**src/rtl/oam_write_queue_pkg.sv**
```systemverilog
// Shared constants for the OAM write queue: field codes, drain FSM states
// and the field-width helper.
package oam_write_queue_pkg;

   typedef enum logic [1:0] {
      FIELD_X    = 2'd0,
      FIELD_Y    = 2'd1,
      FIELD_TILE = 2'd2,
      FIELD_ATTR = 2'd3
   } oam_field_e;

   typedef enum logic [1:0] {
      ST_IDLE    = 2'd0,
      ST_DRAIN   = 2'd1,
      ST_WAIT_VB = 2'd2
   } drain_state_e;

   localparam int unsigned BYTE_FIELD_W = 8;

   // Tile and attribute fields only carry an 8-bit value.
   function automatic logic is_byte_field(input logic [1:0] field);
      return (field == FIELD_TILE) || (field == FIELD_ATTR);
   endfunction

endpackage

```
**src/rtl/oam_write_queue_fifo.sv**
```systemverilog
// Circular FIFO holding pending OAM writes; pushes and pops arrive pre-qualified.
module oam_fifo #(
   parameter int unsigned DEPTH = 8,
   parameter int unsigned WIDTH = 18
) (
   input  logic                    clk,
   input  logic                    rst_ni,
   input  logic                    push_i,
   input  logic                    pop_i,
   input  logic [WIDTH-1:0]        wdata_i,
   output logic [WIDTH-1:0]        head_c_o,
   output logic [$clog2(DEPTH):0]  count_o
);

   localparam int unsigned PTR_W = $clog2(DEPTH);
   localparam int unsigned CNT_W = PTR_W + 1;

   logic [WIDTH-1:0] mem_q [DEPTH];
   logic [PTR_W-1:0] wptr_q, wptr_d;
   logic [PTR_W-1:0] rptr_q, rptr_d;
   logic [CNT_W-1:0] count_q, count_d;

   // Storage is deliberately left unreset.
   always_ff @(posedge clk) begin
      if (push_i) begin
         mem_q[wptr_q] <= wdata_i;
      end
   end

   always_comb begin
      wptr_d  = wptr_q;
      rptr_d  = rptr_q;
      count_d = count_q;
      if (push_i) begin
         wptr_d = wptr_q + PTR_W'(1);
      end
      if (pop_i) begin
         rptr_d = rptr_q + PTR_W'(1);
      end
      case ({push_i, pop_i})
         2'b10:   count_d = count_q + CNT_W'(1);
         2'b01:   count_d = count_q - CNT_W'(1);
         default: count_d = count_q;
      endcase
   end

   always_ff @(posedge clk) begin
      if (!rst_ni) begin
         wptr_q  <= '0;
         rptr_q  <= '0;
         count_q <= '0;
      end else begin
         wptr_q  <= wptr_d;
         rptr_q  <= rptr_d;
         count_q <= count_d;
      end
   end

   assign head_c_o = mem_q[rptr_q];
   assign count_o  = count_q;

endmodule

```
**src/rtl/oam_write_queue.sv**
```systemverilog
// Buffers CPU OAM writes and replays them into OAM, in order, only during vblank.
module oam_write_queue
   import oam_write_queue_pkg::*;
#(
   parameter int unsigned DEPTH  = 8,
   parameter int unsigned SNUM_W = 6,
   parameter int unsigned DATA_W = 10
) (
   input  logic                    clk,
   input  logic                    rst,
   input  logic                    oam_we,
   input  logic [SNUM_W-1:0]       oam_snum,
   input  logic [1:0]              oam_field,
   input  logic [DATA_W-1:0]       oam_data,
   input  logic                    vblank,
   output logic                    cpu_stall,
   output logic                    oam_wr_en,
   output logic [SNUM_W+1:0]       oam_wr_addr,
   output logic [DATA_W-1:0]       oam_wr_data,
   output logic [$clog2(DEPTH):0]  count,
   output logic                    overflow,
   output logic                    drain_done
);

   localparam int unsigned PTR_W   = $clog2(DEPTH);
   localparam int unsigned CNT_W   = PTR_W + 1;
   localparam int unsigned ADDR_W  = SNUM_W + 2;
   localparam int unsigned ENTRY_W = ADDR_W + DATA_W;
   localparam logic [DATA_W-1:0] BYTE_MASK = DATA_W'({BYTE_FIELD_W{1'b1}});

   drain_state_e      state_q, state_d;
   logic [CNT_W-1:0]  fifo_count;
   logic [ENTRY_W-1:0] wr_entry, head_entry;
   logic [DATA_W-1:0] data_masked;
   logic              full, push_ok, pop, last_pop;

   logic              wr_en_q, wr_en_d;
   logic [ADDR_W-1:0] wr_addr_q, wr_addr_d;
   logic [DATA_W-1:0] wr_data_q, wr_data_d;
   logic              overflow_q, overflow_d;
   logic              done_q, done_d;

   // Full is judged on the registered count, so a pop never makes room the same cycle.
   assign full        = (fifo_count == CNT_W'(DEPTH));
   assign push_ok     = oam_we && !full;
   assign data_masked = is_byte_field(oam_field) ? (oam_data & BYTE_MASK) : oam_data;
   assign wr_entry    = {oam_snum, oam_field, data_masked};

   oam_fifo #(
      .DEPTH (DEPTH),
      .WIDTH (ENTRY_W)
   ) u_fifo (
      .clk      (clk),
      .rst_ni   (rst),
      .push_i   (push_ok),
      .pop_i    (pop),
      .wdata_i  (wr_entry),
      .head_c_o (head_entry),
      .count_o  (fifo_count)
   );

   // Drain FSM: the first pop happens on the cycle vblank is seen with data queued.
   always_comb begin
      state_d  = state_q;
      pop      = 1'b0;
      last_pop = 1'b0;
      case (state_q)
         ST_IDLE: begin
            if (vblank) begin
               if (fifo_count != '0) begin
                  pop      = 1'b1;
                  last_pop = (fifo_count == CNT_W'(1)) && !push_ok;
                  state_d  = last_pop ? ST_WAIT_VB : ST_DRAIN;
               end else begin
                  state_d = ST_WAIT_VB;
               end
            end
         end
         ST_DRAIN: begin
            if (!vblank) begin
               state_d = ST_IDLE;
            end else if (fifo_count == '0) begin
               state_d = ST_WAIT_VB;
            end else begin
               pop      = 1'b1;
               last_pop = (fifo_count == CNT_W'(1)) && !push_ok;
               if (last_pop) begin
                  state_d = ST_WAIT_VB;
               end
            end
         end
         ST_WAIT_VB: begin
            if (!vblank) begin
               state_d = ST_IDLE;
            end else if (push_ok || (fifo_count != '0)) begin
               state_d = ST_DRAIN;
            end
         end
         default: state_d = ST_IDLE;
      endcase
   end

   always_comb begin
      wr_en_d    = pop;
      wr_addr_d  = wr_addr_q;
      wr_data_d  = wr_data_q;
      done_d     = last_pop;
      overflow_d = overflow_q || (oam_we && full);
      if (pop) begin
         wr_addr_d = head_entry[ENTRY_W-1 -: ADDR_W];
         wr_data_d = head_entry[DATA_W-1:0];
      end
   end

   always_ff @(posedge clk) begin
      if (!rst) begin
         state_q    <= ST_IDLE;
         wr_en_q    <= 1'b0;
         wr_addr_q  <= '0;
         wr_data_q  <= '0;
         overflow_q <= 1'b0;
         done_q     <= 1'b0;
      end else begin
         state_q    <= state_d;
         wr_en_q    <= wr_en_d;
         wr_addr_q  <= wr_addr_d;
         wr_data_q  <= wr_data_d;
         overflow_q <= overflow_d;
         done_q     <= done_d;
      end
   end

   assign cpu_stall   = full;
   assign oam_wr_en   = wr_en_q;
   assign oam_wr_addr = wr_addr_q;
   assign oam_wr_data = wr_data_q;
   assign count       = fifo_count;
   assign overflow    = overflow_q;
   assign drain_done  = done_q;

endmodule

```
**config.mk**
```make
export PLATFORM = sky130hd
export DESIGN_NAME = oam_write_queue
export DESIGN_NICKNAME = d
export VERILOG_FILES = /design/src/rtl/oam_write_queue_pkg.sv /design/src/rtl/oam_write_queue_fifo.sv /design/src/rtl/oam_write_queue.sv
export SDC_FILE = /design/constraint.sdc
export NUM_CORES = 1
export LEC_CHECK = 0
export CAP_MARGIN = 20
export CORE_ASPECT_RATIO = 1.4
export CORE_MARGIN = 2
export CORE_UTILIZATION = 25
export DETAILED_ROUTE_END_ITERATION = 16
export SYNTH_ARGS = -nofsm -noshare
export SYNTH_HDL_FRONTEND = slang
export SYNTH_SLANG_ARGS = --single-unit
```
**constraint.sdc**
```tcl
create_clock -name clk -period 4.5 [get_ports clk]
set_input_delay 0.9 -clock clk [delete_from_list [all_inputs] [get_ports clk]]
set_output_delay 0.9 -clock clk [all_outputs]
set_load 0.02 [all_outputs]
```
==> results of run 1 <==
==> metal layers <==
layer  routed length, um  up-vias  GRT usage (%)
li1                    -     1681              -
met1                5500     1791           11.0
met2                7230       70           17.6
met3                 640       25           2.94
met4                 266        2           4.36
met5                  12        -              0
==> layout make-up <==
class                           instances  share of cell area [%]
Inverter                                5                   0.228
Clock inverter                         12                    1.21
Sequential cell                       177                    60.5
Timing Repair Buffer                   60                    6.89
Clock buffer                           20                    5.29
Antenna cell                            1                  0.0303
Multi-Input combinational cell        198                    20.4
Tap cell                              365                    5.54
==> logic make-up after synthesis <==
kind of cell             synth area share (%)
AO/OA/AOI/OAI                            6.49
XOR/XNOR                                0.906
adder cells (fa/ha/maj)                  1.11
buffers and inverters                    1.92
flip-flops                               73.7
multiplexers                             11.8
AND/OR/NAND/NOR                          4.12
==> worst min-delay path, cell delays in order (launching register included) <==
cell and delay [ps]:
dfxtp_1 330, a21oi_1 50, nor2b_1 90
==> power by group <==
group          switching [mW]  internal (mW)
Sequential              0.133           1.92
Combinational           0.516          0.465
Clock                   0.621          0.719
==> synth_stat cells <==
library cell,count
edfxtp_1,144
mux2i_1,37
a21oi_1,36
dfxtp_1,33
o21ai_0,21
mux4_2,19
o22ai_1,17
clkbuf_1,9
and2_1,8
buf_2,7
nand2_1,7
nor2_1,7
xnor2_1,7
ha_1,6
buf_4,5
inv_1,5
nor2b_1,5
nand2b_1,4
nor3_1,4
a21boi_0,3
nand3_1,3
nand3b_1,3
a21oi_2,1
and4_1,1
clkbuf_2,1
nand4b_1,1
nor3b_1,1
nor4_1,1
nor4b_1,1
o21a_1,1
o21ai_2,1
or2_2,1
or3_1,1
or4b_1,1
==> worst paths after layout <==
path,startpoint,to,slack [ps]
max,u_fifo.count_o[0],cpu_stall,1510
min,overflow,overflow,490
max reg2reg,u_fifo.count_o[0],u_fifo.count_o[3],1960
min reg2reg,overflow,overflow,490
==> sequential cells by signal (all words and copies together) (netlist names) <==
name            count
drain_done          1
oam_wr_addr         8
oam_wr_data        10
oam_wr_en           1
overflow            1
state_q             2
u_fifo.count_o      4
u_fifo.mem_q      144
u_fifo.rptr_q       3
u_fifo.wptr_q       3
==> metrics.cfg, run 1 <==
[clock_tree]
clk_path_buf_depth=2
cts_tree=done
clk_pin_slew_ps=70
worstSkewPairLatency_ps=430
post_cts_resized=0
cts-buffers-inserted=17
ctsHoldBuffers=0
clock-sinks=177
htreeDepth=4
root_buffer=clkbuf_16
post-cts-setup-buffer-count=0

[sta]
final_hold_viol_count=0
slew_viol_final=0
setup_viol=0
fin_setup_tns_ps=0
fmax_mhz=334
relSlewSlack_pct=30.5
fin_ws_ps=1510
tightest_slew_ps=1040
skew_ps=8.15
final.period_utilization_pct=66.5
fin_hold_ws_ps=490
rsz0062_at_grt=false
fin_crit_ps=2990

[grt]
grtUsageTotal_pct=9.96
grt_pass1_wl_um=20700
grt_pass1_vias=3754
grt_max_degree=39
grt-ovfl-total=0
antenna_found_initial=2

[yosys]
synthCells=402
syn_nets=430
ys_seq_area_share_pct=73.7
synth.top_cells.by_area=edfxtp_1 (64%), dfxtp_1 (9.8%), mux4_2 (6.3%)
yosysTopAreaCell=edfxtp_1
synth_top_area_share_pct=63.9
ys.warnings.count=0
avgSynthCellArea_um2=16.8
synthesis.area_um2=6770
ys_ff_latch=177
ys_types=34

[placed_design]
io_buffer_count=47
place_area_um2=7710
globalplace.congestion=0.715
dpl.cell_count=805
dp_slack_ps=1460
dp_hpwl_um=8350

[setup_path]
worstSetupPathType=flip-flop to output port
critical_path.slowest_cell=clkdlybuf4s50_1
crit_family=buffers and inverters
crit_path_end_kind=output port
path_buf_inv=3
reg2reg_depth=9
critPathMaxStageDelay_ps=600
cp_max_fo=7
worstPathCellList=inv_1 > ha_1 > nand3b_1 > inv_1 > clkdlybuf4s50_1
cp.required_ps=3600
start_kind=flip-flop
crit_cells=5
cp_common_cell=inv_1
cp.arrival_ps=2090

[detailed_routing]
drt_iter0_markers=240
wl_per_cell_um=16.3
drcViolationCount=0
num_vias=3569
drt-vias-per-instance=4.26
drt-total-wl_um=13600
antenna_left=0
drtPass1Iterations=6

[power_and_ir_drop]
power.density_nw_per_um2=530
p_leak_nw=2.57
irDropWorstVdd_mv=0.190
total_power_mw=4.37

[floorplan]
fp.dieW_um=143
die_y_um=199
fp.dieArea_um2=28400
start_util_pct=25.3
rows=71
fp.coreArea_um2=26700
ioPinCount=48

[flow_run]
drv_cap=0

[cells_and_area]
fillCellCount=2596
final_cell_mix=edfxtp_1 (144), clkdlybuf4s50_1 (47), mux2i_1 (37)
final_util_pct=30.8
nets=487
final_common_cell=edfxtp_1
multi_input_area_um2=1680
drive_gt1_share_pct=14.8
area_growth_pct=21.9
regArea_um2=4990
finalInstanceArea_um2=8250
stdcell_count=838

[status]
status=complete, no violations

[hold_path]
min_path_type=flip-flop to flip-flop
hold_depth=2

No activity file was read; power rests on OpenSTA's default activity.
==> run 2, diff against run 1 <==
==> constraint.sdc (replaced) <==
create_clock -name clk -period 3.1 [get_ports clk]
set_input_delay 0.62 -clock clk [delete_from_list [all_inputs] [get_ports clk]]
set_output_delay 0.62 -clock clk [all_outputs]
set_load 0.02 [all_outputs]
==> run 2 against run 1 <==
Sequential power up 41%. Critical endpoint unchanged. Largest power group unchanged. Total power up 51%. Sequential share of layout area down 0.72 points. Sequential cell count unchanged. Global-route usage up 0.43 points. First-iteration DRC count up 24%. Clock power up 63%. Register-to-register slack worse by 1100 ps.
==> metrics.cfg, run 2 (same netlist as run 1, synthesis figures left out) <==
[status]
status=complete, no violations

[cells_and_area]
antenna_cells=0
top_register=u_fifo.mem_q
final_common_cell=edfxtp_1
finalInstanceArea_um2=8350
drive_gt1_share_pct=15.4
nets=488
largest_reg_flops=144
fillCellCount=2586
final_cell_mix=edfxtp_1 (144), clkdlybuf4s50_1 (47), mux2i_1 (37)
area_growth_pct=23.3

[floorplan]
start_util_pct=25.3
fp.coreArea_um2=26700
rows=71
fp.dieArea_um2=28400
ioPinCount=48
die_y_um=199
fp.dieW_um=143

[sta]
final_hold_viol_count=0
fin_crit_ps=2700
rsz0062_at_grt=false
slew_viol_final=0
tightest_slew_ps=896
skew_ps=7.13
fin_setup_tns_ps=0
final.period_utilization_pct=87.2
fmax_mhz=370
relSlewSlack_pct=40.3
setup_viol=0

[setup_path]
worstPathCellList=inv_1 > ha_1 > nand3b_1 > inv_1 > clkdlybuf4s50_1
critical_path.slowest_cell=clkdlybuf4s50_1
r2r-start=u_fifo.count_o[1]
crit_path_end_kind=output port
r2r_slack_ps=850
critPathMaxStageDelay_ps=610
cp.required_ps=2480
worstSetupPathType=flip-flop to output port
cp.arrival_ps=2080
cp_max_fo=6
reg2reg_depth=9
start_kind=flip-flop
cp_common_cell=inv_1
r2r-end=u_fifo.count_o[3]

[clock_tree]
cts-buffers-inserted=17
ctsHoldBuffers=0
clk_pin_slew_ps=70
clk_path_buf_depth=2
worstSkewPairLatency_ps=430
post-cts-setup-buffer-count=0
htreeDepth=4
clock-sinks=177
root_buffer=clkbuf_16
cts_tree=done
post_cts_resized=0

[hold_path]
min_path_type=flip-flop to flip-flop
holdPathEnd=overflow
hold_depth=2
hold_start=overflow

[detailed_routing]
wl_per_cell_um=16.8
drcViolationCount=0
antenna_left=0
drtPass1Iterations=4
drt-vias-per-instance=4.29
num_vias=3595
drt_iter0_markers=297
drt-total-wl_um=14100

[placed_design]
place_area_um2=7740
io_buffer_count=47
dp_hpwl_um=8280
globalplace.congestion=0.716

[grt]
grt_pass1_wl_um=21300
grt_max_degree=56
antenna_found_initial=1
grt-ovfl-total=0
grt_pass1_vias=3737
grtUsageTotal_pct=10.4

[power_and_ir_drop]
p_seq_share_pct=43.9
power.density_nw_per_um2=791
share_comb_of_total_power_pct=23.1
p_int_mw=4.74
swShare_pct=28.1
p_leak_nw=2.59
pwr-share-clk_pct=33.1
irDropWorstVdd_mv=0.401
switching_power_mw=1.86

[flow_run]
drv_cap=0

[run 2: cell types whose count changed in the layout (fill, tap and decap cells not counted), moves of 2 or more]
cell	delta
clkbuf_1	-2
bufinv_16	+3
clkinvlp_4	+4
inv_6	-2
clkinv_4	-2
[run 2: worst max-delay path by stage]
| stage | start | endpoint | slack [ps] | cells past startpoint |
|---|---|---|---|---|
| floorplan | u_fifo.count_o[0] | u_fifo.mem_q[2][0] | 150 | 5 |
| global placement | vblank | u_fifo.count_o[3] | 430 | 9 |
| detailed placement | vblank | u_fifo.count_o[3] | 420 | 9 |
| CTS | u_fifo.count_o[1] | cpu_stall | 370 | 5 |
| global route | u_fifo.count_o[1] | cpu_stall | 220 | 5 |
| finish | u_fifo.count_o[1] | cpu_stall | 400 | 5 |
[run 2: through the flow]
stage / cells / setup slack, ps / util [%] / power (mW) / hold slack [ps]
after floorplan: 402 / 150 / - / 3.94 / 514
after global placement: 806 / 426 / 28.9 / 4.47 / 476
after detailed placement: 806 / 424 / 28.9 / 4.50 / 490
after CTS: 838 / 366 / 31.2 / 6.70 / 508
after global routing: 838 / 219 / 31.2 / 6.92 / 524
final: 838 / 397 / 31.2 / 6.60 / 505
[run 2: layout make-up]
cell class | count | area, um2 | share of cell area (%)
flip-flops and latches | 177 | 4990 | 59.7
multi-input cells | 198 | 1690 | 20.2
repair buffers | 61 | 588 | 7.05
well taps | 365 | 457 | 5.47
clock buffers | 18 | 429 | 5.14
clock inverters | 14 | 180 | 2.16
inverters | 5 | 18.8 | 0.225
[run 2: worst max-delay path, delay by kind of cell (launching register included)]
family | cells | cell delay [ps]
flops | 1 | 370
fa+ha+maj | 1 | 270
buf+inv | 3 | 830
simple gates | 1 | 200
[run 2: power by group through the flow]
stage | sequential [mW] | combinational [mW] | clock (mW)
final | 2.90 | 1.52 | 2.18
after CTS | 2.90 | 1.56 | 2.24
after global routing | 2.92 | 1.67 | 2.34
after floorplan | 3.07 | 0.871 | 0
after detailed placement | 2.95 | 1.55 | 0
after global placement | 2.94 | 1.53 | 0
[run 2: layer usage]
| metal | track usage [%] | wire length [um] | part of all wire [%] | up-vias |
|---|---|---|---|---|
| li1 | - | - | - | 1688 |
| met3 | 3.73 | 695 | 4.9 | 22 |
| met1 | 11.1 | 5460 | 39 | 1816 |
| met2 | 18.5 | 7570 | 54 | 67 |
| met4 | 4.29 | 371 | 2.6 | 2 |
| met5 | 0 | 13 | 0.092 | - |
